File: config.mk
export PLATFORM = sky130hd
export DESIGN_NAME = ex_mem_reg_flat
export DESIGN_NICKNAME = d
export VERILOG_FILES = /design/src/rtl/ex_mem_reg_pkg.sv /design/src/rtl/ex_mem_reg_if.sv /design/src/rtl/ex_mem_perf.sv /design/src/rtl/ex_mem_reg.sv /design/src/flat_wrapper.sv
export SDC_FILE = /design/constraint.sdc
export NUM_CORES = 1
export LEC_CHECK = 0
export ABC_AREA = 1
export BUFFER_PORTS_ARGS = -buffer_cell sky130_fd_sc_hd__buf_2
export CAP_MARGIN = 20
export CORE_MARGIN = 3
export CORE_UTILIZATION = 44
export DETAILED_ROUTE_END_ITERATION = 10
export HOLD_SLACK_MARGIN = 0.12
export PLACE_DENSITY = 0.83
export SLEW_MARGIN = 0
export SYNTH_ARGS = -nofsm -noshare
export SYNTH_HDL_FRONTEND = slang
export SYNTH_HIERARCHICAL = 1
export SYNTH_SLANG_ARGS = --single-unit
File: constraint.sdc
create_clock -name clk_i -period 1.34 [get_ports clk_i]
set_input_delay 0.268 -clock clk_i [delete_from_list [all_inputs] [get_ports clk_i]]
set_output_delay 0.268 -clock clk_i [all_outputs]
set_load 0.02 [all_outputs]
File: src/rtl/ex_mem_reg_pkg.sv
`default_nettype none
// ============================================================================
// Module      : ex_mem_reg_pkg
// Description : Shared pipeline constants, MEM/WB control bundle, ALU codes.
// Revision    : 1.0 - initial release
// ============================================================================
package ex_mem_reg_pkg;

    localparam int c_DATA_W = 32;
    localparam int c_REG_AW = 5;

    typedef struct packed {
        logic reg_write;
        logic mem_to_reg;
        logic mem_read;
        logic mem_write;
    } mem_ctrl_t;

    typedef enum logic [3:0] {
        c_ALU_ADD  = 4'd0,
        c_ALU_SUB  = 4'd1,
        c_ALU_AND  = 4'd2,
        c_ALU_OR   = 4'd3,
        c_ALU_XOR  = 4'd4,
        c_ALU_SLT  = 4'd5,
        c_ALU_SLTU = 4'd6,
        c_ALU_SLL  = 4'd7,
        c_ALU_SRL  = 4'd8,
        c_ALU_SRA  = 4'd9,
        c_ALU_LUI  = 4'd10
    } alu_ctrl_e;

    // Kill every side effect of an invalid slot; writes to x0 are never real.
    function automatic mem_ctrl_t qualify_ctrl(input mem_ctrl_t c,
                                               input logic      valid,
                                               input logic      rd_nonzero);
        mem_ctrl_t q;
        q.reg_write  = c.reg_write  & valid & rd_nonzero;
        q.mem_to_reg = c.mem_to_reg & valid;
        q.mem_read   = c.mem_read   & valid;
        q.mem_write  = c.mem_write  & valid;
        return q;
    endfunction

endpackage
`default_nettype wire

File: src/rtl/ex_mem_reg_if.sv
`default_nettype none
// ============================================================================
// Module      : ex_mem_reg_if
// Description : EX-side inputs and MEM-side outputs of the EX/MEM register.
// Revision    : 1.0 - initial release
// ============================================================================
interface ex_mem_reg_if
    import ex_mem_reg_pkg::*;
#(
    parameter int DATA_W = c_DATA_W,
    parameter int REG_AW = c_REG_AW
);
    logic              stall_i;
    logic              flush_i;
    logic              valid_i;
    logic [DATA_W-1:0] alu_result_i;
    logic [DATA_W-1:0] rs2_data_i;
    logic [REG_AW-1:0] rd_addr_i;
    logic              reg_write_i;
    logic              mem_to_reg_i;
    logic              mem_read_i;
    logic              mem_write_i;

    logic              valid_o;
    logic [DATA_W-1:0] alu_result_o;
    logic [DATA_W-1:0] wr_data_o;
    logic [REG_AW-1:0] rd_addr_o;
    logic              reg_write_o;
    logic              mem_to_reg_o;
    logic              mem_read_o;
    logic              mem_write_o;
    logic              fwd_we_o;
    logic [REG_AW-1:0] fwd_rd_o;
    logic [DATA_W-1:0] fwd_data_o;

    modport master (
        output stall_i, flush_i, valid_i, alu_result_i, rs2_data_i, rd_addr_i,
               reg_write_i, mem_to_reg_i, mem_read_i, mem_write_i,
        input  valid_o, alu_result_o, wr_data_o, rd_addr_o, reg_write_o,
               mem_to_reg_o, mem_read_o, mem_write_o, fwd_we_o, fwd_rd_o,
               fwd_data_o
    );

    modport slave (
        input  stall_i, flush_i, valid_i, alu_result_i, rs2_data_i, rd_addr_i,
               reg_write_i, mem_to_reg_i, mem_read_i, mem_write_i,
        output valid_o, alu_result_o, wr_data_o, rd_addr_o, reg_write_o,
               mem_to_reg_o, mem_read_o, mem_write_o, fwd_we_o, fwd_rd_o,
               fwd_data_o
    );

endinterface
`default_nettype wire

File: src/rtl/ex_mem_perf.sv
`default_nettype none
// ============================================================================
// Module      : ex_mem_perf
// Description : Retired / bubble / stall event counters (EX_MEM_PERF_EN).
// Revision    : 1.0 - initial release
// ============================================================================
module ex_mem_perf (
    input  wire logic        clk,
    input  wire logic        rst,
    input  wire logic        i_retire,
    input  wire logic        i_bubble,
    input  wire logic        i_stall,
    output logic [31:0]      o_retired,
    output logic [31:0]      o_bubble,
    output logic [31:0]      o_stall
);
    logic [31:0] r_retired_q, r_bubble_q, r_stall_q;
    logic [31:0] w_retired_d, w_bubble_d, w_stall_d;

    // Plain 32-bit adds wrap 0xFFFFFFFF -> 0 on their own.
    always_comb begin
        w_retired_d = r_retired_q + {31'd0, i_retire};
        w_bubble_d  = r_bubble_q  + {31'd0, i_bubble};
        w_stall_d   = r_stall_q   + {31'd0, i_stall};
    end

    always_ff @(posedge clk) begin
        if (rst) begin
            r_retired_q <= '0;
            r_bubble_q  <= '0;
            r_stall_q   <= '0;
        end else begin
            r_retired_q <= w_retired_d;
            r_bubble_q  <= w_bubble_d;
            r_stall_q   <= w_stall_d;
        end
    end

    assign o_retired = r_retired_q;
    assign o_bubble  = r_bubble_q;
    assign o_stall   = r_stall_q;

endmodule
`default_nettype wire

File: src/rtl/ex_mem_reg.sv
`default_nettype none
// ============================================================================
// Module      : ex_mem_reg
// Description : EX/MEM pipeline register with stall, flush, x0 suppression.
//               Optional event counters when EX_MEM_PERF_EN is defined.
// Revision    : 1.0 - initial release
// ============================================================================
module ex_mem_reg
    import ex_mem_reg_pkg::*;
#(
    parameter int DATA_W = c_DATA_W,
    parameter int REG_AW = c_REG_AW
) (
    input  wire logic    clk_i,
    input  wire logic    rst_i,
    ex_mem_reg_if.slave  bus
`ifdef EX_MEM_PERF_EN
    ,
    output logic [31:0]  perf_retired_o,
    output logic [31:0]  perf_bubble_o,
    output logic [31:0]  perf_stall_o
`endif
);
    logic              r_valid_q,  w_valid_d;
    logic [DATA_W-1:0] r_alu_q,    w_alu_d;
    logic [DATA_W-1:0] r_wdata_q,  w_wdata_d;
    logic [REG_AW-1:0] r_rd_q,     w_rd_d;
    mem_ctrl_t         r_ctrl_q,   w_ctrl_d;
    mem_ctrl_t         w_ctrl_in;

    assign w_ctrl_in = '{reg_write:  bus.reg_write_i,
                         mem_to_reg: bus.mem_to_reg_i,
                         mem_read:   bus.mem_read_i,
                         mem_write:  bus.mem_write_i};

    always_comb begin
        w_valid_d = r_valid_q;
        w_alu_d   = r_alu_q;
        w_wdata_d = r_wdata_q;
        w_rd_d    = r_rd_q;
        w_ctrl_d  = r_ctrl_q;
        if (bus.flush_i) begin
            // Data/rd deliberately left untouched: a bubble has no payload.
            w_valid_d = 1'b0;
            w_ctrl_d  = '0;
        end else if (!bus.stall_i) begin
            w_valid_d = bus.valid_i;
            w_alu_d   = bus.alu_result_i;
            w_wdata_d = bus.rs2_data_i;
            w_rd_d    = bus.rd_addr_i;
            w_ctrl_d  = qualify_ctrl(w_ctrl_in, bus.valid_i,
                                     bus.rd_addr_i != '0);
        end
    end

    always_ff @(posedge clk_i) begin
        if (rst_i) begin
            r_valid_q <= 1'b0;
            r_alu_q   <= '0;
            r_wdata_q <= '0;
            r_rd_q    <= '0;
            r_ctrl_q  <= '0;
        end else begin
            r_valid_q <= w_valid_d;
            r_alu_q   <= w_alu_d;
            r_wdata_q <= w_wdata_d;
            r_rd_q    <= w_rd_d;
            r_ctrl_q  <= w_ctrl_d;
        end
    end

    assign bus.valid_o      = r_valid_q;
    assign bus.alu_result_o = r_alu_q;
    assign bus.wr_data_o    = r_wdata_q;
    assign bus.rd_addr_o    = r_rd_q;
    assign bus.reg_write_o  = r_ctrl_q.reg_write;
    assign bus.mem_to_reg_o = r_ctrl_q.mem_to_reg;
    assign bus.mem_read_o   = r_ctrl_q.mem_read;
    assign bus.mem_write_o  = r_ctrl_q.mem_write;

    // Loads are not forwardable from EX/MEM; their data arrives in MEM/WB.
    assign bus.fwd_we_o   = r_valid_q & r_ctrl_q.reg_write & ~r_ctrl_q.mem_to_reg;
    assign bus.fwd_rd_o   = r_rd_q;
    assign bus.fwd_data_o = r_alu_q;

`ifdef EX_MEM_PERF_EN
    logic w_retire, w_bubble, w_stall;

    assign w_retire = ~rst_i & ~bus.flush_i & ~bus.stall_i &  bus.valid_i;
    assign w_bubble = ~rst_i & (bus.flush_i | (~bus.stall_i & ~bus.valid_i));
    assign w_stall  = ~rst_i & ~bus.flush_i & bus.stall_i;

    ex_mem_perf u_perf (
        .clk       (clk_i),
        .rst       (rst_i),
        .i_retire  (w_retire),
        .i_bubble  (w_bubble),
        .i_stall   (w_stall),
        .o_retired (perf_retired_o),
        .o_bubble  (perf_bubble_o),
        .o_stall   (perf_stall_o)
    );
`endif

endmodule
`default_nettype wire

File: src/flat_wrapper.sv
// flat-port wrapper written by rule: the top's interface ports become plain ports
module ex_mem_reg_flat import ex_mem_reg_pkg::*;
#(
    parameter int DATA_W = c_DATA_W,
    parameter int REG_AW = c_REG_AW
)
  (clk_i, rst_i, bus_stall_i, bus_flush_i, bus_valid_i, bus_alu_result_i, bus_rs2_data_i, bus_rd_addr_i, bus_reg_write_i, bus_mem_to_reg_i, bus_mem_read_i, bus_mem_write_i, bus_valid_o, bus_alu_result_o, bus_wr_data_o, bus_rd_addr_o, bus_reg_write_o, bus_mem_to_reg_o, bus_mem_read_o, bus_mem_write_o, bus_fwd_we_o, bus_fwd_rd_o, bus_fwd_data_o);
  ex_mem_reg_if #(.DATA_W(DATA_W), .REG_AW(REG_AW)) bus_i ();
  input  wire logic clk_i;
  input  wire logic rst_i;
  input wire logic [$bits(bus_i.stall_i)-1:0] bus_stall_i;
  input wire logic [$bits(bus_i.flush_i)-1:0] bus_flush_i;
  input wire logic [$bits(bus_i.valid_i)-1:0] bus_valid_i;
  input wire logic [$bits(bus_i.alu_result_i)-1:0] bus_alu_result_i;
  input wire logic [$bits(bus_i.rs2_data_i)-1:0] bus_rs2_data_i;
  input wire logic [$bits(bus_i.rd_addr_i)-1:0] bus_rd_addr_i;
  input wire logic [$bits(bus_i.reg_write_i)-1:0] bus_reg_write_i;
  input wire logic [$bits(bus_i.mem_to_reg_i)-1:0] bus_mem_to_reg_i;
  input wire logic [$bits(bus_i.mem_read_i)-1:0] bus_mem_read_i;
  input wire logic [$bits(bus_i.mem_write_i)-1:0] bus_mem_write_i;
  output wire logic [$bits(bus_i.valid_o)-1:0] bus_valid_o;
  output wire logic [$bits(bus_i.alu_result_o)-1:0] bus_alu_result_o;
  output wire logic [$bits(bus_i.wr_data_o)-1:0] bus_wr_data_o;
  output wire logic [$bits(bus_i.rd_addr_o)-1:0] bus_rd_addr_o;
  output wire logic [$bits(bus_i.reg_write_o)-1:0] bus_reg_write_o;
  output wire logic [$bits(bus_i.mem_to_reg_o)-1:0] bus_mem_to_reg_o;
  output wire logic [$bits(bus_i.mem_read_o)-1:0] bus_mem_read_o;
  output wire logic [$bits(bus_i.mem_write_o)-1:0] bus_mem_write_o;
  output wire logic [$bits(bus_i.fwd_we_o)-1:0] bus_fwd_we_o;
  output wire logic [$bits(bus_i.fwd_rd_o)-1:0] bus_fwd_rd_o;
  output wire logic [$bits(bus_i.fwd_data_o)-1:0] bus_fwd_data_o;
  assign bus_i.stall_i = bus_stall_i;
  assign bus_i.flush_i = bus_flush_i;
  assign bus_i.valid_i = bus_valid_i;
  assign bus_i.alu_result_i = bus_alu_result_i;
  assign bus_i.rs2_data_i = bus_rs2_data_i;
  assign bus_i.rd_addr_i = bus_rd_addr_i;
  assign bus_i.reg_write_i = bus_reg_write_i;
  assign bus_i.mem_to_reg_i = bus_mem_to_reg_i;
  assign bus_i.mem_read_i = bus_mem_read_i;
  assign bus_i.mem_write_i = bus_mem_write_i;
  assign bus_valid_o = bus_i.valid_o;
  assign bus_alu_result_o = bus_i.alu_result_o;
  assign bus_wr_data_o = bus_i.wr_data_o;
  assign bus_rd_addr_o = bus_i.rd_addr_o;
  assign bus_reg_write_o = bus_i.reg_write_o;
  assign bus_mem_to_reg_o = bus_i.mem_to_reg_o;
  assign bus_mem_read_o = bus_i.mem_read_o;
  assign bus_mem_write_o = bus_i.mem_write_o;
  assign bus_fwd_we_o = bus_i.fwd_we_o;
  assign bus_fwd_rd_o = bus_i.fwd_rd_o;
  assign bus_fwd_data_o = bus_i.fwd_data_o;
  ex_mem_reg #(.DATA_W(DATA_W), .REG_AW(REG_AW)) u_core (.clk_i(clk_i), .rst_i(rst_i), .bus(bus_i));
endmodule
# Word-level counts from Yosys, hierarchy flattened

Cells that the tools add are included.

Logic and storage cells: 21
Memories: 0
ROM bits: 0
Flip-flop bits (word level): 74
Output and inout port bits: 112
Latch bits: 0
RAM bits: 0
Input bits: 78

Eq/ne operators: 0
$add $sub $neg: 0
Divide/modulo/power cells: 0
Bitwise gates (word level): 10
Reduce and logical (&&, ||, !) cells: 3
Shifts and indexed selects: 0
Multipliers: 0
Mux-type cells: 0
Order comparisons: 0

Operator list:

| kind               | count |
|---|---|
| $and A1 B1 Y1      | 7 |
| $reduce_bool A5 Y1 | 1 |
| $not A1 Y1         | 3 |
| $reduce_and A2 Y1  | 1 |
| $reduce_or A2 Y1   | 1 |

# Logic depth before layout (Yosys ltp)

Gate-level depths: netlist of the first run.

Word-level depth: 2
Depth in mapped cells: 6
Gate-level depth less buffers: 5

# Least setup slack after synthesis of the first run

OpenSTA, ideal clock, no wires.

Path kind: reg-to-output
Start: register u_core.r_valid_q, in the netlist u_core/bus.valid_o
End: output port bus_fwd_we_o
Slack: 0.269 ns
Stages on the path, launching flop included: 3
Required time: 1.072 ns
Arrival: 0.803 ns
Path buffers: 0
Cell sequence: dfxtp_1 -> nand2_1 -> nor2_1

Cells in the longest elaborated chain, start to end: 2

Ends and longest elaborated chain:

| item                        | line               | text |
|---|---|---|
| start: declaration          | ex_mem_reg.sv:24   | `logic r_valid_q, w_valid_d;` |
| start signal: assignment    | ex_mem_reg.sv:64   | `r_valid_q <= w_valid_d;` |
| $and A1 B1 Y1 (2 in series) | ex_mem_reg.sv:82   | `assign bus.fwd_we_o = r_valid_q & r_ctrl_q.reg_write & ~r_ctrl_q.mem_to_reg;` |
| end: declaration            | flat_wrapper.sv:29 | `output wire logic [$bits(bus_i.fwd_we_o)-1:0] bus_fwd_we_o;` |

No other way between the ends.

# Worst setup path after layout of the first run

Start: register u_core.r_ctrl_q (netlist bit u_core/bus.reg_write_o)
End: output port bus_fwd_we_o

Cells in the longest elaborated chain, start to end: 2

Ends and longest elaborated chain:

| item                        | line             | text |
|---|---|---|
| start: declaration          | ex_mem_reg.sv:28 | `mem_ctrl_t r_ctrl_q, w_ctrl_d;` |
| start signal: assignment    | ex_mem_reg.sv:68 | `r_ctrl_q <= w_ctrl_d;` |
| $and A1 B1 Y1 (2 in series) | ex_mem_reg.sv:82 |  |

No other way between the ends.

==> flow_summary.ini, run 1 <==
[detailed_routing]
antenna_left = 0
drt_iter0_drc = 131
via_per_inst = 4.80
wl_um = 7810
firstDrtPassIters = 4
wire_per_inst_um = 13.1
num_vias = 2853
drc = 0

[grt]
antenna_found_initial = 0
grt_pass1_wl_um = 12100
grtUsageTotal_pct = 20.2
grt_pass1_vias = 2695
grt-ovfl-total = 0
grt_start_max_net_pins = 69

[timing]
fin_crit_sh_pct = 92.5
fin_hold_ws_ns = 0.148
setup_slack_ns = 0.101
hold_viol = 0
fmax_mhz = 807
worst_pin_slew_ns = 0.736
tns_ns = 0
period_minus_slack_ns = 1.24
drv_slew = 0
slew_headroom_pct = 50.9
skew_ns = 0
rsz0062_at_grt = no
setup_viol = 0

[pwr]
cellPowerDensity_nw_per_um2 = 1370
p_sw_mw = 1.47
p_leak_nw = 2.10
p_clk_share_pct = 37.0
p_total_mw = 5.22
swShare_pct = 28.1
combinationalPowerShare_pct = 16.7
internal-power_mw = 3.75
vdd_drop_max_mv = 0.783
sequentialPowerShare_pct = 46.3

[die]
core-area_um2 = 6130
dieArea_um2 = 7580
die_h_um = 87.1
dieWidth_um = 87.1
rows = 28
start_util_pct = 47.2
io_pins = 190

[final_layout]
drive_gt1_share_pct = 43.4
syn_to_final_growth_pct = 31.9
final_util_pct = 62.2
final_cell_area_um2 = 3820
instances_no_fill = 594
n_antenna_cell = 0
final_nets = 592

[worst_setup_path]
crit_fanout = 3
cp_num_buf_inv = 1
arrival_ns = 0.97
startpoint_type = flip-flop
crit_required_ns = 1.07
crit_path_cell_trace = nand2_1 -> nor2_1 -> buf_2
crit_path_top_delay_cell = dfxtp_2
cpLargestDelayFamily = flip-flops
criticalPathCategory = reg -> out
critPathMaxStageDelay_ns = 0.35
cp-end-kind = output pin

[yosys]
synth_edf_count = 0
synth.area.top_cells = dfxtp_1 51%, nor2_1 17%, o21ai_0 12%, buf_4 9.6%, nor2_2 2.2%
yosys.area.top_type = dfxtp_1
syn_area_per_cell_um2 = 7.88
synth_nets = 445
synth_cells = 367
synthFlopType = dfxtp_1
yosys-top-cells-count = 130 x nor2_1, 74 x dfxtp_1, 68 x o21ai_0
yosysMostFrequentCell = nor2_1
synth_warnings = 6
yosysSeqAreaShare_pct = 51.2
async_flop_share_pct = 0
synth-seq-cells = 74
netlist_area_um2 = 2890
yosysTopAreaCellShare_pct = 51.2
ys_types = 18

[place]
dp.cells = 578
io_buffer_count = 189
hpwl_um = 5570
place_worst_setup_slack_ns = 0.0393
place_area_um2 = 3590
place_congestion = 0.767

[clock_network]
post_cts_buffers = 0
clk_path_buf_depth = 2
clk_latency_ns = 0.33
clk_pin_slew_worst_paths_ns = 0.08
cts_root_buffer = clkbuf_8
cts_tree = done
clock_sinks = 74
htreeDepth = 3
numCtsBuffers = 9

[min_path]
worstHoldPathType = in -> reg

[status]
status = completed

[run]
cap_viol_max_count = 0
[kinds of logic after synthesis]
family	count (synthesis)	synth area share, %
buffers and inverters	64	14.6
and+or+nand+nor	154	21.2
DFF	74	51.2
AOI/OAI and AO/OA	75	13.0
[state kept, by name (all words and copies together) (netlist names)]
| name | cells |
|---|---|
| u_core/bus.alu_result_o | 32 |
| u_core/bus.wr_data_o | 32 |
| u_core/bus.mem_write_o | 1 |
| u_core/bus.mem_to_reg_o | 1 |
| u_core/bus.valid_o | 1 |
| u_core/bus.reg_write_o | 1 |
| u_core/bus.fwd_rd_o | 5 |
| u_core/bus.mem_read_o | 1 |
[power groups by stage]
stage | Combinational [mW] | Sequential (mW) | Clock, mW
floorplan | 0.425 | 2.64 | 0
detailed placement | 0.875 | 2.47 | 0
CTS | 0.877 | 2.42 | 1.97
global route | 0.953 | 2.44 | 2.08
global placement | 0.861 | 2.46 | 0
finish | 0.871 | 2.42 | 1.93
[per-layer routing]
layer / vias to the layer above / global-route usage [%] / routed length [um]
met3: 12 / 7.19 / 871
li1: 1416 / - / -
met2: 132 / 36.1 / 4010
met5: - / 0 / 0
met1: 1293 / 21.4 / 2820
met4: 0 / 8.22 / 107
[layout make-up]
class / instances / area [um2]
Clock inverter: 6 / 90.1
Clock buffer: 10 / 138
Timing Repair Buffer: 194 / 996
Inverter: 6 / 25.0
Sequential cell: 74 / 1480
Fill cell: 553 / 2310
Tap cell: 75 / 93.8
Multi-Input combinational cell: 229 / 990
[final timing paths]
| check | from | endpoint | slack [ns] | cells after the start |
|---|---|---|---|---|
| hold / removal | bus_alu_result_i[27] | u_core/bus.alu_result_o[27]$_SDFFE_PP0P_ | 0.15 | 3 |
| setup reg to reg | u_core/bus.alu_result_o[20]$_SDFFE_PP0P_ | u_core/bus.alu_result_o[20]$_SDFFE_PP0P_ | 0.62 | 2 |
| setup / recovery | u_core/bus.reg_write_o$_SDFFE_PP0N_ | bus_fwd_we_o | 0.10 | 3 |
| hold reg to reg | u_core/bus.mem_write_o$_SDFFE_PP0N_ | u_core/bus.mem_write_o$_SDFFE_PP0N_ | 0.46 | 2 |
[worst reg2reg max path: cells and delay by family (launching register included)]
family | cells | cell delay [ns]
compound gates | 1 | 0.22
simple gates | 1 | 0.06
flops | 1 | 0.34
[placed cells by master (no fill, tap or decap), types with 2 or more instances in the layout]
cell type	n
buf_2	189
nor2_1	130
dfxtp_1	72
o21ai_0	68
nand2_1	11
clkbuf_8	10
nor2_2	10
a21oi_1	6
inv_1	5
buf_4	4
bufinv_16	2
clkinv_4	2
dfxtp_2	2
[what timing repair did]
item | 4_1_cts | 5_1_grt
gates resized for setup | 0 | 2
setup endpoints to repair | 0 | 1
hold buffers | 0 | 0
Note: power is estimated with default switching activity, not from simulation.
==> run 2: changes to the inputs <==
--- a/config.mk
+++ b/config.mk
@@ -5,14 +5,13 @@
 export SDC_FILE = /design/constraint.sdc
 export NUM_CORES = 1
 export LEC_CHECK = 0
-export ABC_AREA = 1
 export BUFFER_PORTS_ARGS = -buffer_cell sky130_fd_sc_hd__buf_2
 export CAP_MARGIN = 20
 export CORE_MARGIN = 3
 export CORE_UTILIZATION = 44
 export DETAILED_ROUTE_END_ITERATION = 10
 export HOLD_SLACK_MARGIN = 0.12
-export PLACE_DENSITY = 0.83
+export PLACE_DENSITY = 0.84
 export SLEW_MARGIN = 0
 export SYNTH_ARGS = -nofsm -noshare
 export SYNTH_HDL_FRONTEND = slang
==> run 2 against run 1 <==
Area after synthesis shrank 1.4%. Via count decreased by 3.6%. Largest cell class unchanged. Non-clock buffer count is the same. Critical path type unchanged. First-iteration DRC count fell by 17%. Hold slack improved by 0.028 ns. Routed wire length down 6.7%.
==> flow_summary.ini, run 2 <==
[yosys]
synth_top_family_by_area = simple AND/OR/NAND/NOR gates
synth_warnings = 6
syn_area_per_cell_um2 = 7.90
async_flop_share_pct = 0
synthAdderAreaFrac_pct = 0
yosysMostFrequentCell = nand2_1
yosysSeqAreaShare_pct = 51.9
synth.area.top_cells = dfxtp_1 52%, nand2_1 18%, a21oi_1 12%, buf_4 10%, clkbuf_1 1.4%
yosysTopAreaCellShare_pct = 51.9
synth_compound_area_share_pct = 13.4
yosys.area.top_type = dfxtp_1
synthFlopType = dfxtp_1
post_synth_and_or_nand_nor_area_fraction_pct = 20.7
synth_xor_area_share_pct = 0
yosys-top-cells-count = 140 x nand2_1, 74 x dfxtp_1, 70 x a21oi_1
ys_types = 17
synth_edf_count = 0
synth_nets = 439
synthMuxAreaShare_pct = 0
synth_cells = 361
synth-seq-cells = 74
netlist_area_um2 = 2850

[grt]
grt_start_max_net_pins = 70
grt_pass1_wl_um = 11300
grtUsageTotal_pct = 18.7
grt-ovfl-total = 0
gr-usage-met3_pct = 4.66
antenna_found_initial = 1
use_met1_pct = 20.7
grt_pass1_vias = 2525
top_usage_layer = met2
met2_usage_pct = 34.6

[die]
start_util_pct = 46.8
dieWidth_um = 86.5
rows = 28
io_pins = 190
die_h_um = 86.5
dieArea_um2 = 7490
core-area_um2 = 6100

[place]
io_buffer_count = 189
dp.cells = 569
place_congestion = 0.742
hpwl_um = 5340
place_area_um2 = 3570
place_worst_setup_slack_ns = 0.0489

[min_path]
whs_path_depth = 3
holdCritStartpoint = bus_alu_result_i[3]
holdPathEnd = u_core/bus.alu_result_o[3]$_SDFFE_PP0P_
worstHoldPathType = in -> reg

[run]
cap_viol_max_count = 0

[clock_network]
numCtsBuffers = 9
holdBufCountCts = 0
htreeDepth = 3
cts_tree = done
clk_pin_slew_worst_paths_ns = 0.08
clock_sinks = 74
clk_path_buf_depth = 2
cts_root_buffer = clkbuf_8
clk_latency_ns = 0.31

[final_layout]
syn_to_final_growth_pct = 31.8
final_nets = 583
seq_area_um2 = 1480
final_common_cell = buf_2
drive_gt1_share_pct = 42.0
layout_common_cells = 189 x buf_2, 140 x nand2_1, 72 x dfxtp_1, 70 x a21oi_1, 13 x clkbuf_8
multi_input_area_um2 = 972
fillers = 575
instances_no_fill = 584
final_cell_area_um2 = 3760
n_antenna_cell = 0

[timing]
hold_viol = 0
setup_slack_ns = 0.0908
worst_pin_slew_ns = 0.292
setup_viol = 0
fin_crit_sh_pct = 93.2
tns_ns = 0
fmax_mhz = 801
fin_hold_ws_ns = 0.176
period_minus_slack_ns = 1.25
rsz0062_at_grt = no
slew_headroom_pct = 80.5
drv_slew = 0
skew_ns = 0

[detailed_routing]
drc = 0
wl_um = 7290
wire_per_inst_um = 12.5
firstDrtPassIters = 4
drt_iter0_drc = 109
via_per_inst = 4.71
antenna_left = 0
num_vias = 2750

[worst_setup_path]
critPathMaxStageDelay_ns = 0.35
crit_path_cell_trace = nand2_1 -> nor2_1 -> buf_2
ff2ff_path_depth = 2
crit_fanout = 3
r2r_start = u_core/bus.mem_to_reg_o$_SDFFE_PP0N_
criticalPathCategory = reg -> out
arrival_ns = 0.98
rrSetupSlack_ns = 0.66
r2r_end = u_core/bus.mem_to_reg_o$_SDFFE_PP0N_
startpoint_type = flip-flop
crit_path_top_delay_cell = dfxtp_2
crit_start = u_core/bus.valid_o$_SDFFE_PP0N_
cp-end-kind = output pin
crit_required_ns = 1.07

[pwr]
swShare_pct = 26.4
internal-power_mw = 3.42
p_clk_share_pct = 34.4
cellPowerDensity_nw_per_um2 = 1240
vdd_drop_max_mv = 0.707
sequentialPowerShare_pct = 50.6
combinationalPowerShare_pct = 15.0
p_sw_mw = 1.23
p_leak_nw = 1.91

[status]
status = completed
-- run 2: power by group through the flow --
| stage | clock network (mW) | logic (mW) | registers (mW) |
|---|---|---|---|
| 2_1_floorplan | 0 | 0.344 | 2.52 |
| 3_3_place_gp | 0 | 0.691 | 2.40 |
| 3_5_place_dp | 0 | 0.703 | 2.40 |
| 4_1_cts | 1.67 | 0.705 | 2.35 |
| 5_1_grt | 1.77 | 0.761 | 2.37 |
| 6_report | 1.60 | 0.697 | 2.35 |
-- run 2: logic make-up after synthesis --
logic type | Yosys count
simple gates | 152
flops | 74
compound gates | 74
buf+inv | 61
-- run 2: layer usage --
metal,wire length (um),part of all wire [%]
met1,2690,37
met2,3890,53
met3,641,8.8
met4,59,0.81
met5,7,0.096
-- run 2: repair_timing --
action	4_1_cts	5_1_grt
resized for setup	0	2
setup endpoints to repair	0	1
hold endpoints to repair	0	0
buffers inserted	0	0
-- run 2: cell type report --
cell class / count / area share [%]
Multi-Input combinational cell: 226 / 25.9
Clock inverter: 2 / 0.266
Timing Repair Buffer: 194 / 27.2
Tap cell: 75 / 2.50
Sequential cell: 74 / 39.5
Clock buffer: 13 / 4.76
-- run 2: critical path: cells and delay by family, from the launching register on --
kind                   cells  cell delay [ns]
AND/OR/NAND/NOR            2             0.14
flip-flops                 1             0.35
buffers and inverters      1             0.17
-- run 2: through the flow --
stage | utilization (%) | power (mW)
6_report | 61.7 | 4.65
5_1_grt | 61.7 | 4.90
4_1_cts | 61.6 | 4.73
3_5_place_dp | 58.5 | 3.11
3_3_place_gp | 58.5 | 3.09
2_1_floorplan | - | 2.87
-- run 2: how the worst max path moves through the flow --
stage                                               end  cells after the start
3_5_place_dp        u_core/bus.reg_write_o$_SDFFE_PP0N_                      4
4_1_cts                                    bus_fwd_we_o                      3
3_3_place_gp        u_core/bus.reg_write_o$_SDFFE_PP0N_                      4
6_report                                   bus_fwd_we_o                      3
2_1_floorplan  u_core/bus.alu_result_o[10]$_SDFFE_PP0P_                      7
5_1_grt                                    bus_fwd_we_o                      3
